File: src/rtl/function_return_stack.sv
// function_return_stack: call/return address stack with a registered TOS; FRS_HIGH_WATER_EN adds HIGH_WATER.
module function_return_stack #(
  parameter int ADDR_WIDTH = 12,
  parameter int DEPTH = 16,
  parameter int CNT_WIDTH = 5
) (
  input  logic                  clk,
  input  logic                  reset,
  input  logic [ADDR_WIDTH-1:0] PC_IN,
  input  logic                  CTRL_PUSH,
  input  logic                  CTRL_POP,
  input  logic                  SEL_RET_OFFSET,
  output logic [ADDR_WIDTH-1:0] RET_ADDR_OUT,
  output logic                  FULL,
  output logic                  EMPTY,
  output logic                  OVERFLOW,
  output logic                  UNDERFLOW,
  output logic [CNT_WIDTH-1:0]  COUNT_OUT
`ifdef FRS_HIGH_WATER_EN
  ,
  output logic [CNT_WIDTH-1:0]  HIGH_WATER
`endif
);
  localparam int IW = $clog2(DEPTH);
  logic [ADDR_WIDTH-1:0] arr_q [DEPTH-1];
  logic [ADDR_WIDTH-1:0] arr_d [DEPTH-1];
  logic [ADDR_WIDTH-1:0] tos_q, tos_d, ra;
  logic [CNT_WIDTH-1:0] cnt_q, cnt_d, cm1, cm2;
  logic ovf_q, ovf_d, unf_q, unf_d, empty, full, repl, push, pop;
  always_comb begin
    ra = PC_IN + {{(ADDR_WIDTH-2){1'b0}}, SEL_RET_OFFSET, ~SEL_RET_OFFSET};
    empty = cnt_q == '0;
    full = cnt_q == CNT_WIDTH'(DEPTH);
    repl = CTRL_PUSH & CTRL_POP & ~empty;
    push = CTRL_PUSH & ~repl & ~full;
    pop = CTRL_POP & ~CTRL_PUSH & ~empty;
    ovf_d = ovf_q | (CTRL_PUSH & ~CTRL_POP & full);
    unf_d = unf_q | (CTRL_POP & ~CTRL_PUSH & empty);
    cm1 = cnt_q - CNT_WIDTH'(1);
    cm2 = cnt_q - CNT_WIDTH'(2);
    arr_d = arr_q;
    if (push && !empty) arr_d[cm1[IW-1:0]] = tos_q;
    tos_d = (push || repl) ? ra : (pop && cnt_q > CNT_WIDTH'(1)) ? arr_q[cm2[IW-1:0]] : tos_q;
    cnt_d = push ? cnt_q + CNT_WIDTH'(1) : pop ? cm1 : cnt_q;
  end
  always_ff @(posedge clk) begin
    if (reset) begin
      tos_q <= '0;
      cnt_q <= '0;
      ovf_q <= 1'b0;
      unf_q <= 1'b0;
    end else begin
      tos_q <= tos_d;
      cnt_q <= cnt_d;
      ovf_q <= ovf_d;
      unf_q <= unf_d;
    end
  end
  always_ff @(posedge clk) arr_q <= arr_d;
`ifdef FRS_HIGH_WATER_EN
  logic [CNT_WIDTH-1:0] hw_q, hw_d;
  always_comb hw_d = (cnt_d > hw_q) ? cnt_d : hw_q;
  always_ff @(posedge clk) hw_q <= reset ? '0 : hw_d;
  assign HIGH_WATER = hw_q;
`endif
  assign RET_ADDR_OUT = tos_q;
  assign COUNT_OUT = cnt_q;
  assign EMPTY = empty;
  assign FULL = full;
  assign OVERFLOW = ovf_q;
  assign UNDERFLOW = unf_q;
endmodule

File: config.mk
export PLATFORM = sky130hd
export DESIGN_NAME = function_return_stack
export DESIGN_NICKNAME = d
export VERILOG_FILES = /design/src/rtl/function_return_stack.sv
export SDC_FILE = /design/constraint.sdc
export NUM_CORES = 1
export LEC_CHECK = 0
export ABC_CLOCK_PERIOD_IN_PS = 6500
export BUFFER_PORTS_ARGS = -buffer_cell sky130_fd_sc_hd__buf_2
export CORE_MARGIN = 5
export CORE_UTILIZATION = 30
export CTS_CLUSTER_DIAMETER = 150
export DETAILED_ROUTE_END_ITERATION = 10
export GPL_TIMING_DRIVEN = 0
export PLACE_DENSITY = 0.45
export SLEW_MARGIN = 10
export SYNTH_ARGS = -nofsm -noshare
export SYNTH_HDL_FRONTEND = slang
export SYNTH_SLANG_ARGS = --single-unit
File: constraint.sdc
create_clock -name clk -period 6.5 [get_ports clk]
set_input_delay 0.65 -clock clk [delete_from_list [all_inputs] [get_ports clk]]
set_output_delay 0.65 -clock clk [all_outputs]
set_load 0.01 [all_outputs]
==> reports/results.tsv, run 1 <==
metric	value	unit
crit_family	simple AND/OR/NAND/NOR gates	
critPathArrivalTime	3.97	ns
grt_pass1_wl	33900	µm
start_util	30.4	%
ant_nets	0	
cp-end-kind	flop	
min_path_type	reg2reg	
maxSlewViolCount	0	
ios	38	
synthArstFlopShare	0	%
pre_cts_ws	2.67	ns
fin_nets	609	
synth.distinct_cells	62	
grt_antenna_before_repair	0	
status	finished, final reports clean	
synthFlopType	edfxtp_1	
viasPerCell	5.08	
final_core_util	35.6	%
fin_cells	971	
area_growth	17.2	%
num_vias	4928	
fin_crit_sh	58.9	%
cts_resized	0	
wire_per_inst	24.2	µm
final_common_cell	edfxtp_1	
cp-start-kind	flop	
fin_setup_tns	0	ns
dieWidth	178	µm
drive_above_1_share	25.8	%
cts_tree	done	
timing.slew.headroom	44.0	%
ir_worst_vdd	0.209	mV
ys_seq_area_share	68.5	%
nFillCells	2696	
drt_iter0_markers	360	
grt_max_degree	19	
power	4.21	mW
dp_hpwl	16100	µm
critPathKind	reg2reg	
die_y	178	µm
finalClockSkew	0.0102	ns
place.gp.congestion	0.805	
worstPathRequired	6.64	ns
drv_cap	0	
cts.root.buffer_cell	clkbuf_16	
cts_buffers	17	
ys.warnings.count	0	
slowest_stage	nor2_2	
port-buffer-count	37	
crit_chain	buf_2, buf_4, buf_2, inv_1, ha_1, nor3b_1, nor3_1, nand2_1, nor2_2, buf_6	
firstDrtPassIters	4	
num_antenna_cells	0	
tightestPinTransition	0.835	ns
max_stage_delay	0.67	ns
grt_pass1_vias	4988	
fmax	261	MHz
drt-total-wl	23500	µm
finalSetupViolations	0	
critical_path_buf_inv_count	5	
path_max_fanout	10	
rsz0062_at_grt	no	
post_cts_buffers	0	
syn_nets	538	
worst_slack	2.67	ns
hold_buffers	0	
final-hold-violation-count	0	
grt_usage	15.2	%
dp_cells	939	
crit_top_cell	buf_2	
p_leak	3.29	nW
power_density	425	nW/µm²
dieArea	31600	µm²
cts.htree.levels	4	
clk_pin_slew	0.07	ns
syn_inst	509	
num_rows	61	
ys_seq_elements	199	
min_period	3.83	ns
clock-sinks	199	
synth_edf_count	180	
avgSynthCellArea	16.6	µm²
core_area	27800	µm²
clk_latency	0.44	ns
syn_area	8450	µm²
grt_overflow_total	0	
final_cell_mix	edfxtp_1, buf_2, nand2_1, nor2_1	
clk_path_buf_depth	2	
drc	0	
[logic make-up (layout without fill, tap and decap cells)]
kind of cell	Yosys count	after routing	share of synthesized area, %
buffers and inverters	36	120	2.50
AOI/OAI and AO/OA	83	83	7.02
xor gates and xnor gates	18	18	1.96
and+or+nand+nor	101	101	5.87
adders and majority gates	12	12	1.87
muxes	60	60	12.3
DFF	199	199	68.5
[flip-flops by register name, summed over array words and instances, names as in the netlist]
register and flops:
RET_ADDR_OUT 12, COUNT_OUT 5, UNDERFLOW 1, arr_q 180, OVERFLOW 1
[cells in the mapped netlist (8+ instances only)]
master       n  area, µm²
inv_1       10       37.5
ha_1        11        138
xor2_1       8       70.1
mux2_2      10        113
nand2_1     22       82.6
dfxtp_1     19        380
mux2i_1     20        200
a21oi_1     20        100
a2111oi_0    8       70.1
o21ai_0     14       70.1
nor2_1      37        139
nor3_1      10       50.1
mux4_1      13        342
a31oi_1     11       68.8
mux4_2      17        383
buf_2        9       45.0
xnor2_1      9       78.8
edfxtp_1   180       5410
[cell type report]
class	instances	area [µm²]	share of cell area, %
Buffer	25	170	1.72
Clock buffer	18	429	4.33
Clock inverter	14	116	1.18
Inverter	11	41.3	0.417
Multi-Input combinational cell	274	2490	25.1
Sequential cell	199	5790	58.4
Tap cell	378	473	4.78
Timing Repair Buffer	52	399	4.03
[worst paths after layout]
check	start	endpoint	slack (ns)	cells after the start
min reg2reg	UNDERFLOW	UNDERFLOW	0.48	2
min	UNDERFLOW	UNDERFLOW	0.48	2
max reg2reg	COUNT_OUT[1]	arr_q[53]	2.67	10
max	COUNT_OUT[1]	arr_q[53]	2.67	10
[where the power goes]
part | leakage (nW) | switching (mW) | internal (mW)
clock network | 0.266 | 0.494 | 0.501
logic | 1.21 | 0.954 | 0.602
registers | 1.81 | 0.108 | 1.55
[per-stage QoR]
stage / hold slack, ns / area [µm²]
2_1_floorplan: 0.504 / 8450
3_3_place_gp: 0.453 / 9100
3_5_place_dp: 0.466 / 9360
4_1_cts: 0.484 / 9900
5_1_grt: 0.528 / 9900
6_report: 0.478 / 9900
[layer usage]
metal  part of all wire [%]  global-route usage [%]
met5                      0                       0
met4                    2.7                    5.80
met3                    4.7                    3.05
met2                     47                    23.4
met1                     46                    21.2
[worst reg2reg max path, stage by stage, from the launching register on]
cell and delay (ns):
dfxtp_1 0.44, buf_2 0.29, buf_4 0.28, buf_2 0.33, inv_1 0.18, ha_1 0.26, nor3b_1 0.16, nor3_1 0.39
nand2_1 0.28, nor2_2 0.67, buf_6 0.24
Note: power is estimated with default switching activity, not from simulation.
==> run 2, diff against run 1 <==
- ABC_AREA: not set -> 1
- ABC_CLOCK_PERIOD_IN_PS: 6500 -> 3350
- PLACE_DENSITY: 0.45 -> 0.46
- clock period: 6.5 -> 3.35 ns (I/O delays scaled with it)
==> run 2 against run 1 <==
Via count increased by 24%. Cell count rose by 35%. Sequential share of layout area is 3.4 points lower. Global-route usage fell by 0.26 points. Wire length up 5.7%. Fmax increased by 22%. Register-to-register slack got worse by 2.5 ns. Critical path type unchanged. Critical endpoint is now arr_q[37]. Highest routed layer unchanged.
==> reports/results.tsv, run 2 <==
metric	value	unit
timing.slew.headroom	39.2	%
cts_buffers	17	
grt_antenna_before_repair	0	
pre_cts_ws	-0.608	ns
synth.most_common_cell	edfxtp_1	
ys_seq_elements	199	
num_vias	6131	
cp-start-kind	flop	
syn_nets	868	
drc	0	
syn_area	8800	µm²
min_path_type	in2reg	
path_max_fanout	12	
synth.distinct_cells	35	
final_common_cell	edfxtp_1	
area_growth	19.5	%
cts.htree.levels	4	
grt_max_degree	19	
grt_overflow_total	0	
port-buffer-count	36	
worstPathRequired	3.43	ns
p_leak	4.02	nW
firstDrtPassIters	4	
whs_path_depth	4	
fin_crit_sh	94.0	%
reg2reg_slack	0.20	ns
drv_cap	0	
clk_pin_slew	0.08	ns
final_cell_mix	edfxtp_1, nand2_1, nor2_1	
tightestPinTransition	0.911	ns
finalClockSkew	0.0129	ns
clk_latency	0.44	ns
drive_above_1_share	16.4	%
final-hold-violation-count	0	
clock-sinks	199	
place.gp.congestion	0.796	
p_clk_share	28.4	%
cts.root.buffer_cell	clkbuf_16	
regMostFlops	arr_q	
ys.warnings.count	0	
synthFlopType	edfxtp_1	
largest_reg_flops	180	
p_sw_share	36.8	%
fin_cells	1310	
combPwrFrac	30.1	%
cp-end-kind	flop	
grt_pass1_vias	5847	
ys_seq_area_share	65.8	%
wire_per_inst	19.0	µm
rr_worst_depth	11	
dieWidth	181	µm
die_y	181	µm
avgSynthCellArea	10.5	µm²
critPathArrivalTime	3.23	ns
critPathKind	reg2reg	
ir_worst_vdd	0.266	mV
synth_top_area_share	61.4	%
core_area	28900	µm²
pwr-share-seq	41.5	%
finalSetupViolations	0	
timing.hold.ws	0.183	ns
viasPerCell	4.68	
ios	38	
dieArea	32800	µm²
power_density	728	nW/µm²
grt_usage	14.9	%
r2r_start	COUNT_OUT[0]	
num_antenna_cells	0	
fin_nets	942	
cts_tree	done	
status	finished, final reports clean	
start_util	30.5	%
synthArstFlopShare	0	%
min_period	3.15	ns
synthTopCellsByArea	edfxtp_1, nand2_1, nor2_1	
internal-power	4.84	mW
syn_inst	839	
synthTopCellsByCount	edfxtp_1, nand2_1, nor2_1	
rsz0062_at_grt	no	
worst_slack	0.202	ns
synth_edf_count	180	
hold_buffers	0	
fmax	318	MHz
fin_setup_tns	0	ns
ant_nets	0	
grt_pass1_wl	36800	µm
power.switching	2.81	mW
r2r-end	arr_q[37]	
drt-total-wl	24900	µm
final_core_util	36.4	%
drt_iter0_markers	462	
holdPathEnd	RET_ADDR_OUT[11]	
clk_path_buf_depth	2	
num_rows	62	
dp_hpwl	16500	µm
min_from	PC_IN[11]	
synth_area_leader_cell	edfxtp_1	
maxSlewViolCount	0	
dp_cells	1259	
-- run 2: changes by cell type after synthesis, sizes merged, moves of 7 or more --
cell     previous run  this run
nand3               2        85
buf                19        32
nor3               10         2
o211ai              1         8
mux2               10         0
mux4               30         0
a2111oi            10         0
a31oi              11         2
inv                10        74
o21ai              15        79
nor2               38       129
xnor2              10         3
mux2i              20         0
nand2              22       169
-- run 2: worst max path at each step --
stage | from | end | cells past startpoint
finish | COUNT_OUT[0] | arr_q[37] | 11
CTS | COUNT_OUT[0] | arr_q[156] | 11
global route | COUNT_OUT[0] | arr_q[37] | 11
detailed placement | COUNT_OUT[1] | arr_q[53] | 9
global placement | COUNT_OUT[1] | arr_q[155] | 9
floorplan | COUNT_OUT[0] | arr_q[144] | 10
-- run 2: cell type report --
class / instances / area, µm²
fill: 2904 / 18300
sequential: 199 / 5790
multi-input combinational: 525 / 2600
timing repair buffer: 56 / 505
tap: 384 / 480
clock buffer: 17 / 425
inverter: 74 / 287
buffer: 40 / 236
clock inverter: 15 / 188
-- run 2: cells by family (layout without fill, tap and decap cells) --
logic type               count (synthesis)  after routing  synth area share (%)
adder cells (fa/ha/maj)                 12             12                  1.79
AND/OR/NAND/NOR                        388            388                  18.7
buffers and inverters                  115            202                  5.95
XOR/XNOR                                 7              7                 0.697
flip-flops                             199            199                  65.8
AO/OA/AOI/OAI                          118            118                  7.13
-- run 2: power by group through the flow --
stage	Combinational, mW	Sequential (mW)	Clock (mW)
after CTS	2.28	3.19	2.20
final	2.30	3.18	2.17
after detailed placement	2.17	3.24	0
after global placement	2.15	3.24	0
after global routing	2.54	3.21	2.31
after floorplan	1.36	3.15	0
-- run 2: routing by layer --
metal	vias up	wire length (µm)	GRT usage, %
met5	-	0	0
met4	0	392	4.47
met3	25	1280	3.18
met2	158	11400	23.3
met1	2961	11800	20.9
li1	2987	-	-
-- run 2: critical path, stage by stage (launching register included) --
cell,delay [ns]
dfxtp_1,0.37
buf_4,0.20
inv_4,0.08
buf_4,0.20
buf_4,0.27
ha_1,0.35
nand2_1,0.09
nand2_1,0.06
nand3_1,0.18
nor2_2,0.26
nand2_1,0.29
nor2_4,0.44
-- run 2: timing repair --
item,in CTS,in global routing
setup buffers,9,11
pin swaps,6,9
gates resized for setup,21,1
endpoints found under the setup margin,180,108
-- run 2: metrics by stage --
stage               total power [mW]  area [µm²]
finish                          7.65       10500
floorplan                       4.51        8800
global route                    8.05       10500
detailed placement              5.42        9480
global placement                5.39        9460
CTS                             7.66       10300
==> run 3, diff against run 2 <==
- RECOVER_POWER: not set -> 50
==> run 3 against run 2 <==
Non-clock buffer count is the same. Die area stayed put. Combinational power about the same. Utilization fell by 0.078 points. Flip-flop and latch count stayed put. Cell count did not move. Register-to-register slack improved by 0.03 ns. Global-route usage stayed put. Wire length barely moved.
==> reports/results.tsv, run 3 (synthesis results as in run 2) <==
metric	value	unit
critPathArrivalTime	3.20	ns
port-buffer-count	36	
cts.root.buffer_cell	clkbuf_16	
cts_tree	done	
die_y	181	µm
final_core_util	36.3	%
regMostFlops	arr_q	
min_period	3.12	ns
final_cell_mix	edfxtp_1, nand2_1, nor2_1	
clk_pin_slew	0.08	ns
fin_nets	942	
cts.htree.levels	4	
fin_area	10500	µm²
finalClockSkew	0.0123	ns
worst_slack	0.230	ns
place_area	9480	µm²
path_max_fanout	12	
crit_chain	buf_4, inv_4, buf_4, buf_4, ha_1, nand2_1, nand2_1, nand3_1, nor2_2, nand2_1, nor2_4	
clk_latency	0.44	ns
cts_buffers	17	
drt-total-wl	24900	µm
start_util	30.5	%
min_from	PC_IN[11]	
rsz0062_at_grt	no	
firstDrtPassIters	5	
num_rows	62	
clock-sinks	199	
dieWidth	181	µm
critPathKind	reg2reg	
finalSetupViolations	0	
power_density	729	nW/µm²
reg2reg_slack	0.23	ns
fin_cells	1310	
status	finished, final reports clean	
dp_cells	1259	
grt_pass1_vias	5847	
maxSlewViolCount	0	
r2r_start	COUNT_OUT[0]	
drt_iter0_markers	435	
rr_worst_depth	11	
largest_reg_flops	180	
num_vias	6109	
fin_setup_tns	0	ns
final-hold-violation-count	0	
worstPathRequired	3.43	ns
fin_crit_sh	93.1	%
drc	0	
grt_overflow_total	0	
cp-end-kind	flop	
viasPerCell	4.66	
dieArea	32800	µm²
wire_per_inst	19.0	µm
fmax	321	MHz
area_growth	19.2	%
grt_usage	14.9	%
grt_max_degree	19	
grt_antenna_before_repair	0	
slowest_stage	nor2_4	
timing.slew.headroom	39.3	%
ant_nets	0	
pre_cts_ws	-0.608	ns
dp_hpwl	16500	µm
min_path_type	in2reg	
max_stage_delay	0.44	ns
num_antenna_cells	0	
ios	38	
drive_above_1_share	14.5	%
place.gp.congestion	0.796	
tightestPinTransition	0.910	ns
ir_worst_vdd	0.267	mV
r2r-end	arr_q[37]	
p_leak	3.95	nW
holdPathEnd	RET_ADDR_OUT[11]	
clk_path_buf_depth	2	
final_common_cell	edfxtp_1	
cp-start-kind	flop	
grt_pass1_wl	36800	µm
drv_cap	0	
core_area	28900	µm²
whs_path_depth	4	
[run 3: cell types whose count changed in the layout (fill, tap and decap cells not counted)]
cell / delta
buf_2: -18
clkbuf_1: +18
[run 3: worst max path at each step]
stage,endpoint,slack [ns],depth (start not counted),start
after global routing,arr_q[37],0.05,11,COUNT_OUT[0]
after global placement,arr_q[155],-0.73,9,COUNT_OUT[1]
final,arr_q[37],0.23,11,COUNT_OUT[0]
after detailed placement,arr_q[53],-0.61,9,COUNT_OUT[1]
after CTS,arr_q[156],0.03,11,COUNT_OUT[0]
after floorplan,arr_q[144],0.64,10,COUNT_OUT[0]
[run 3: per-layer routing]
metal | wire length [µm] | up-vias | track usage, %
met3 | 1200 | 24 | 3.18
met5 | 0 | - | 0
met1 | 11900 | 2963 | 20.9
met4 | 362 | 0 | 4.47
met2 | 11400 | 131 | 23.3
li1 | - | 2991 | -
[run 3: critical path, delay by kind of cell (launching register included)]
kind	cells	cell delay [ns]
fa+ha+maj	1	0.35
buf+inv	4	0.75
flops	1	0.37
simple gates	6	1.27
[run 3: what timing repair did]
item                       in CTS  in global routing
buffers inserted                9                 11
hold buffers                    0                  0
pin swaps                       6                  9
gates cloned                    0                  0
gates resized for setup        21                  1
setup endpoints to repair     180                108
[run 3: per-stage QoR]
step | total power, mW | hold slack, ns
after detailed placement | 5.42 | 0.460
after global placement | 5.39 | 0.451
after CTS | 7.66 | 0.179
after floorplan | 4.51 | 0.497
after global routing | 8.04 | 0.191
final | 7.64 | 0.185
[run 3: power by group]
| group | internal (mW) | leakage, nW | switching [mW] |
|---|---|---|---|
| sequential | 2.96 | 1.81 | 0.217 |
| combinational | 0.671 | 1.85 | 1.62 |
| clock | 1.19 | 0.294 | 0.979 |
| total | 4.83 | 3.95 | 2.82 |
[run 3: cell type report]
type | instances | area [µm²]
clock inverter | 15 | 188
tap | 384 | 480
buffer | 40 | 236
multi-input combinational | 525 | 2600
clock buffer | 17 | 425
timing repair buffer | 56 | 483
sequential | 199 | 5790
inverter | 74 | 287
fill | 2910 | 18400
